===== src/rtl/ls_mem_req.sv =====
// Load/store memory request sequencer: issues one bus access per decoded op and returns a result.
// Optional macro LS_MISALIGN_CHECK_EN rejects misaligned halfword/word accesses without a bus cycle.

package Pu_types;
  typedef enum logic [1:0] {Load_null, Load_byte, Load_halfword, Load_word} Load_mode;
endpackage

module ls_mem_req #(
  parameter int unsigned WAIT_MAX = 255
) (
  input  logic                clk,
  input  logic                reset,
  input  logic                en_dec,
  input  logic                we,
  input  Pu_types::Load_mode  mode,
  input  logic                return_dout,
  input  logic                exts,
  input  logic                do_request,
  input  logic [31:0]         addr,
  input  logic [31:0]         wdata,
  output logic                stall,
  output logic                dmem_req,
  output logic                dmem_we,
  output logic [31:0]         dmem_addr,
  output logic [3:0]          dmem_be,
  output logic [31:0]         dmem_wdata,
  input  logic                dmem_ack,
  input  logic                dmem_rvalid,
  input  logic                dmem_err,
  input  logic [31:0]         dmem_rdata,
  output logic                res_valid,
  output logic                res_err,
  output logic [31:0]         res_data
);

  // The counter only needs to reach WAIT_MAX-1; the timeout fires on the cycle it sits there.
  localparam int unsigned CntW = (WAIT_MAX < 2) ? 1 : $clog2(WAIT_MAX);
  localparam logic [CntW-1:0] CntLast = CntW'((WAIT_MAX == 0) ? 0 : WAIT_MAX - 1);

  typedef enum logic [1:0] {StIdle, StReq, StWait} state_e;

  state_e             state_q, state_d;
  logic [CntW-1:0]    cnt_q, cnt_d;
  logic [31:0]        addr_q, addr_d;
  logic               we_q, we_d;
  Pu_types::Load_mode mode_q, mode_d;
  logic               exts_q, exts_d;
  logic               ret_q, ret_d;
  logic [3:0]         be_q, be_d;
  logic [31:0]        wdata_q, wdata_d;
  logic               res_valid_q, res_valid_d;
  logic               res_err_q, res_err_d;
  logic [31:0]        res_data_q, res_data_d;

  logic               misalign;
  logic               timeout;
  logic [31:0]        load_data;
  logic [31:0]        load_result;

  function automatic logic [3:0] lane_be(input Pu_types::Load_mode m, input logic [1:0] a);
    logic [3:0] be;
    case (m)
      Pu_types::Load_byte:     be = 4'b1000 >> a;
      Pu_types::Load_halfword: be = a[1] ? 4'b0011 : 4'b1100;
      Pu_types::Load_word:     be = 4'b1111;
      default:                 be = 4'b0000;
    endcase
    return be;
  endfunction

  function automatic logic [31:0] lane_wdata(input Pu_types::Load_mode m, input logic [31:0] w);
    logic [31:0] r;
    case (m)
      Pu_types::Load_byte:     r = {4{w[7:0]}};
      Pu_types::Load_halfword: r = {2{w[15:0]}};
      default:                 r = w;
    endcase
    return r;
  endfunction

  // Byte 0 lives in bits 31:24 (big-endian lane order).
  function automatic logic [31:0] load_extract(input Pu_types::Load_mode m, input logic [1:0] a,
                                               input logic sx, input logic [31:0] d);
    logic [7:0]  b;
    logic [15:0] h;
    logic [31:0] r;
    case (a)
      2'd0:    b = d[31:24];
      2'd1:    b = d[23:16];
      2'd2:    b = d[15:8];
      default: b = d[7:0];
    endcase
    h = a[1] ? d[15:0] : d[31:16];
    case (m)
      Pu_types::Load_byte:     r = {{24{sx & b[7]}}, b};
      Pu_types::Load_halfword: r = {{16{sx & h[15]}}, h};
      default:                 r = d;
    endcase
    return r;
  endfunction

`ifdef LS_MISALIGN_CHECK_EN
  assign misalign = do_request &&
                    (((mode == Pu_types::Load_halfword) && addr[0]) ||
                     ((mode == Pu_types::Load_word) && (addr[1:0] != 2'b00)));
`else
  assign misalign = 1'b0;
`endif

  assign timeout     = (WAIT_MAX != 0) && (cnt_q == CntLast);
  assign load_data   = load_extract(mode_q, addr_q[1:0], exts_q, dmem_rdata);
  assign load_result = ret_q ? load_data : addr_q;

  always_comb begin
    state_d     = state_q;
    cnt_d       = cnt_q;
    addr_d      = addr_q;
    we_d        = we_q;
    mode_d      = mode_q;
    exts_d      = exts_q;
    ret_d       = ret_q;
    be_d        = be_q;
    wdata_d     = wdata_q;
    res_valid_d = 1'b0;
    res_err_d   = 1'b0;
    res_data_d  = '0;

    unique case (state_q)
      StIdle: begin
        if (en_dec && (mode != Pu_types::Load_null)) begin
          cnt_d = '0;
          if (misalign) begin
            res_valid_d = 1'b1;
            res_err_d   = 1'b1;
          end else if (do_request) begin
            state_d = StReq;
            addr_d  = addr;
            we_d    = we;
            mode_d  = mode;
            exts_d  = exts;
            ret_d   = return_dout;
            be_d    = lane_be(mode, addr[1:0]);
            wdata_d = lane_wdata(mode, wdata);
          end else if (!return_dout) begin
            res_valid_d = 1'b1;
            res_data_d  = addr;
          end
        end
      end

      StReq: begin
        if (dmem_ack && we_q) begin
          state_d = StIdle;
          if (!ret_q) begin
            res_valid_d = 1'b1;
            res_data_d  = addr_q;
          end
        end else if (dmem_ack && dmem_rvalid) begin
          state_d     = StIdle;
          res_valid_d = 1'b1;
          res_err_d   = dmem_err;
          res_data_d  = load_result;
        end else if (timeout) begin
          state_d     = StIdle;
          res_valid_d = 1'b1;
          res_err_d   = 1'b1;
        end else begin
          cnt_d = cnt_q + CntW'(1);
          if (dmem_ack) begin
            state_d = StWait;
          end
        end
      end

      StWait: begin
        if (dmem_rvalid) begin
          state_d     = StIdle;
          res_valid_d = 1'b1;
          res_err_d   = dmem_err;
          res_data_d  = load_result;
        end else if (timeout) begin
          state_d     = StIdle;
          res_valid_d = 1'b1;
          res_err_d   = 1'b1;
        end else begin
          cnt_d = cnt_q + CntW'(1);
        end
      end

      default: state_d = StIdle;
    endcase
  end

  always_ff @(posedge clk or posedge reset) begin
    if (reset) begin
      state_q     <= StIdle;
      cnt_q       <= '0;
      addr_q      <= '0;
      we_q        <= 1'b0;
      mode_q      <= Pu_types::Load_null;
      exts_q      <= 1'b0;
      ret_q       <= 1'b0;
      be_q        <= '0;
      wdata_q     <= '0;
      res_valid_q <= 1'b0;
      res_err_q   <= 1'b0;
      res_data_q  <= '0;
    end else begin
      state_q     <= state_d;
      cnt_q       <= cnt_d;
      addr_q      <= addr_d;
      we_q        <= we_d;
      mode_q      <= mode_d;
      exts_q      <= exts_d;
      ret_q       <= ret_d;
      be_q        <= be_d;
      wdata_q     <= wdata_d;
      res_valid_q <= res_valid_d;
      res_err_q   <= res_err_d;
      res_data_q  <= res_data_d;
    end
  end

  assign stall      = (state_q != StIdle);
  assign dmem_req   = (state_q == StReq);
  assign dmem_we    = dmem_req & we_q;
  assign dmem_addr  = {addr_q[31:2], 2'b00};
  assign dmem_be    = be_q;
  assign dmem_wdata = wdata_q;
  assign res_valid  = res_valid_q;
  assign res_err    = res_err_q;
  assign res_data   = res_data_q;

endmodule


===== config.mk =====
export PLATFORM = sky130hd
export DESIGN_NAME = ls_mem_req
export DESIGN_NICKNAME = d
export VERILOG_FILES = /design/src/rtl/ls_mem_req.sv
export SDC_FILE = /design/constraint.sdc
export NUM_CORES = 1
export LEC_CHECK = 0
export CAP_MARGIN = 20
export CORE_ASPECT_RATIO = 1.1
export CORE_MARGIN = 2
export CORE_UTILIZATION = 45
export DETAILED_ROUTE_END_ITERATION = 8
export PLACE_DENSITY = 0.84
export SYNTH_ARGS = -nofsm -noshare
export SYNTH_HDL_FRONTEND = slang
export SYNTH_SLANG_ARGS = --single-unit

===== constraint.sdc =====
create_clock -name clk -period 7.85 [get_ports clk]
set_input_delay 1.1775 -clock clk [delete_from_list [all_inputs] [get_ports clk]]
set_output_delay 1.1775 -clock clk [all_outputs]
set_load 0.01 [all_outputs]

Yosys cells after proc, flatten, opt, wreduce, memory -nomap -nowiden
Cells that the tools add are included.
Word-level totals
  flip-flop bits (word level): 117
  input port bits: 108
  output and inout port bits: 105
  word-level logic and storage cells: 88
Cells by class
  add/subtract/negate cells: 1
  eq/ne operators: 17
  shift operators: 1
  mux-type cells: 43
  bitwise operators: 3
  reduce and logical (&&, ||, !) cells: 11
Operators by type and width (count)
  $mux W32: 8
  $pmux W32 S2: 2
  $pmux W32 S3: 1
  $pmux W8 S3: 2
  $mux W8: 5
  $mux W16: 1
  $mux W2: 8
  $pmux W4 S3: 1
  $mux W1: 11
  $eq A2 B2 Y1 const B: 5
  $ne A2 B2 Y1 const B: 5
  $add A8 B1 Y8 const B: 1
  $eq A2 B1 Y1 const B: 4
  $eq A8 B8 Y1 const B: 1
  $pmux W2 S3: 1
  $ne A5 B1 Y1 const B: 1
  $reduce_and A5 Y1: 1
  $logic_not A2 Y1: 2
  $mux W4: 1
  $reduce_and A4 Y1: 1
  $reduce_bool A2 Y1: 2
  $shr A4 B2 Y4 const A: 1
  $and A1 B1 Y1: 3
  $logic_and A1 B1 Y1: 3
  5 further kinds: 5

Depth between registers and ports, before layout
  depth in word-level cells: 8
  mapped depth: 8
  mapped depth without buffers: 7

Least setup slack after synthesis
OpenSTA, ideal clock, no wires.
  path kind: input -> register
  start: input port mode[0]
  end: register cnt_q[4]
  library setup time: 0.140 ns
  arrival: 2.374 ns
  required time: 7.710 ns
  slack: 5.336 ns
  stages: 7
  buffers on the path: 0
  cell sequence: inv_1 -> ha_1 -> and3b_1 -> o22ai_1 -> nor4b_1 -> xnor2_1 -> nor2_1
Between the ends
  word-level cells in the longest chain between the ends: 4
RTL lines
  start, declared: line 15  | input Pu_types::Load_mode mode,
  $reduce_bool A2 Y1: line 130  | if (en_dec && (mode != Pu_types::Load_null)) begin
  $logic_and A1 B1 Y1: line 130
  $ne A2 B2 Y1 (no line)
  $reduce_and A5 Y1 (no line)
  end signal, assigned: line 210  | cnt_q <= cnt_d;
  end, declared: line 43  | logic [CntW-1:0] cnt_q, cnt_d;
Every way passes these cells.
A chain may end at the register's enable or synchronous reset.

Worst setup path in the final report
  start: input port mode[0]
  end: register wdata_q[18], in the netlist dmem_wdata[18]
Between the ends
  word-level cells in the longest chain between the ends: 3
  elaborated cells between the ends (all ways): 6
  those cells by class: 2 x eq/ne; 1 x mux; 3 x reduce/logical
RTL lines
  $reduce_bool A2 Y1: line 130
  $logic_and A1 B1 Y1: line 130
  $reduce_and A3 Y1 (no line)
  end signal, assigned: line 217  | wdata_q <= wdata_d;
  end, declared: line 50  | logic [31:0] wdata_q, wdata_d;
Several ways; a longest one is shown, not always the timed one.

==> impl_metrics.tcl <==
set metrics [dict create \
    routabilityCongestion 0.839 \
    antenna_left 0 \
    die_h_um 126 \
    tightest_slew_ns 0.960 \
    synth_cell_types 51 \
    p_leak_nw 3.77 \
    cts_root_buffer "clkbuf_16" \
    finalSetupViolCount 0 \
    postCtsSetupRepairBufs 0 \
    area_growth_pct 41.5 \
    min_path_type "flop to flop" \
    die_width_um 115 \
    holdWs_ns 0.480 \
    clk_latency_ns 0.41 \
    crit_arrival_ns 3.97 \
    slew_headroom 0.357 \
    max_freq_ghz 0.276 \
    vias 5755 \
    track_usage 0.262 \
    synthFlopType "dfrtp_1" \
    drtPass1Iterations 7 \
    syn_area_mm2 0.00611 \
    fin_nets 956 \
    grt_pass1_wl_mm 29.2 \
    coreArea_mm2 0.0132 \
    drt_iter0_drc 656 \
    ff2ff_setup_slack_ns 5.12 \
    dieArea_mm2 0.0145 \
    antenna_found_initial 1 \
    powerDensity_mw_per_mm2 373 \
    hpwl_mm 13.4 \
    path_class "primary input to flop" \
    cts_buffer_depth 2 \
    wl_mm 19.0 \
    fin_crit_ns 3.62 \
    grt_pass1_vias 5406 \
    syn_avg_cell_area_um2 9.12 \
    clock_sinks 117 \
    drv_cap 0 \
    finalHoldViolCount 0 \
    grt_max_degree 66 \
    worst-endpoint-required_ns 8.19 \
    crit_fanout 49 \
    cp-end-kind "flop" \
    dpl_cell_area_mm2 0.00806 \
    detail_route.drc_violations 0 \
    cts_max_level 4 \
    synth_seq_cells 117 \
    rsz0062_at_grt "false" \
    clk_pin_slew_ns 0.05 \
    synth-edff-count 0 \
    io_buffers 210 \
    skew_ns 0.00734 \
    post-route-util 0.654 \
    yosysSeqAreaShare 0.479 \
    vias_per_cell 5.70 \
    row_count 44 \
    cts_resized 0 \
    pin_count 213 \
    fillers 1092 \
    tns_ns 0 \
    avgRoutedWirePerCell_um 18.8 \
    cts_buffers 17 \
    start_util 0.462 \
    overflow 0 \
    outcome "completed" \
    final_cell_area_mm2 0.00864 \
    postCtsHoldBufs 0 \
    period_share 0.461 \
    tritoncts "built" \
    synthCells 670 \
    vdd.ir_drop.worst_uv 163 \
    async_reset_ff_frac 1.00 \
    slew_violations 0 \
    synth_warnings 0 \
    cp-start-kind "primary input" \
    final_layout_size_suffix_gt1_frac 0.0649 \
]
-- power breakdown --
group	internal [mW]	switching [mW]
Combinational	0.702	0.713
Sequential	0.853	0.192
Clock	0.488	0.275
-- sequential cells by signal, indices dropped and copies added (netlist names) --
register and cells:
addr_q 32, cnt_q 8, dmem_be 4, dmem_wdata 32, exts_q 1, mode_q 2
res_data 32, res_err 1, res_valid 1, ret_q 1, state_q 2, we_q 1
-- final timing paths --
path / startpoint / endpoint / cells after the start
max: mode[0] / dmem_wdata[18]$_DFFE_PP0P_ / 8
min: dmem_wdata[7]$_DFFE_PP0P_ / dmem_wdata[7]$_DFFE_PP0P_ / 2
max reg2reg: state_q[0]$_DFFE_PP0P_ / dmem_wdata[18]$_DFFE_PP0P_ / 7
min reg2reg: dmem_wdata[7]$_DFFE_PP0P_ / dmem_wdata[7]$_DFFE_PP0P_ / 2
max in group asynchronous: reset / res_data[24]$_DFF_PP0_ / 3
min in group asynchronous: reset / dmem_wdata[2]$_DFFE_PP0P_ / 2
-- synthesized netlist by cell type (7+ instances only) --
cell type,n,area share
nand2_1,147,0.090
dfrtp_1,117,0.48
a21oi_1,43,0.035
a22oi_1,36,0.044
buf_4,34,0.042
nor2_1,32,0.020
o21ai_0,30,0.025
nand2b_1,23,0.024
clkbuf_1,22,0.014
inv_1,18,0.011
ha_1,13,0.027
o21ai_1,11,0.0090
o22ai_1,10,0.010
o2bb2ai_1,10,0.014
a22o_1,9,0.013
buf_2,9,0.0074
mux2_2,9,0.017
nor3b_1,9,0.011
a221o_1,8,0.013
a21boi_0,7,0.0086
nand3_1,7,0.0057
-- per-stage QoR --
stage / power [mW] / cells / setup slack, ns
after floorplan: 1.83 / 671 / 3.57
after global placement: 2.43 / 977 / 3.91
after detailed placement: 2.45 / 977 / 3.79
after CTS: 3.23 / 1008 / 4.23
after global routing: 3.42 / 1008 / 4.06
final: 3.22 / 1009 / 4.23
-- worst max-delay path, stage by stage --
cell and delay, ns:
clkdlybuf4s50_1 0.53, inv_1 0.11, ha_1 0.25, and3b_1 0.30, nand2_2 0.37, buf_4 0.44
nor2_1 0.52, a221o_1 0.24
-- final cells by class --
cell class | count | area [um^2] | share of cell area
flip-flops and latches | 117 | 2930 | 0.339
multi-input cells | 465 | 2720 | 0.314
repair buffers | 216 | 2150 | 0.248
clock buffers | 22 | 474 | 0.0549
well taps | 161 | 201 | 0.0233
clock inverters | 9 | 103 | 0.0119
inverters | 18 | 70.1 | 0.00811
diodes | 1 | 2.50 | 0.000290
-- metal layers --
metal | wire length (um) | track usage | up-vias
met5 | 0 | 0 | -
met4 | 552 | 0.0999 | 0
met3 | 2000 | 0.0919 | 42
met2 | 8750 | 0.409 | 332
met1 | 7720 | 0.333 | 2750
li1 | - | - | 2631
-- logic make-up after synthesis --
kind of cell / after synthesis / synth area share
mux: 12 / 0.0223
other cells: 1 / 0.000614
simple gates: 245 / 0.181
buf+inv: 89 / 0.0786
fa+ha+maj: 13 / 0.0266
flops: 117 / 0.479
xor+xnor: 6 / 0.00860
compound gates: 187 / 0.203
-- cell usage in the layout, fill, tap and decap left out, types with 11 or more instances in the layout --
master / netlist / final
a21oi_1: 43 / 43
a22oi_1: 36 / 36
clkbuf_16: 0 / 17
clkdlybuf4s50_1: 0 / 210
dfrtp_1: 117 / 117
ha_1: 13 / 13
inv_1: 18 / 17
nand2_1: 147 / 146
nand2b_1: 23 / 23
nor2_1: 32 / 31
o21ai_0: 30 / 30
o21ai_1: 11 / 11
Note: power is estimated with default switching activity, not from simulation.
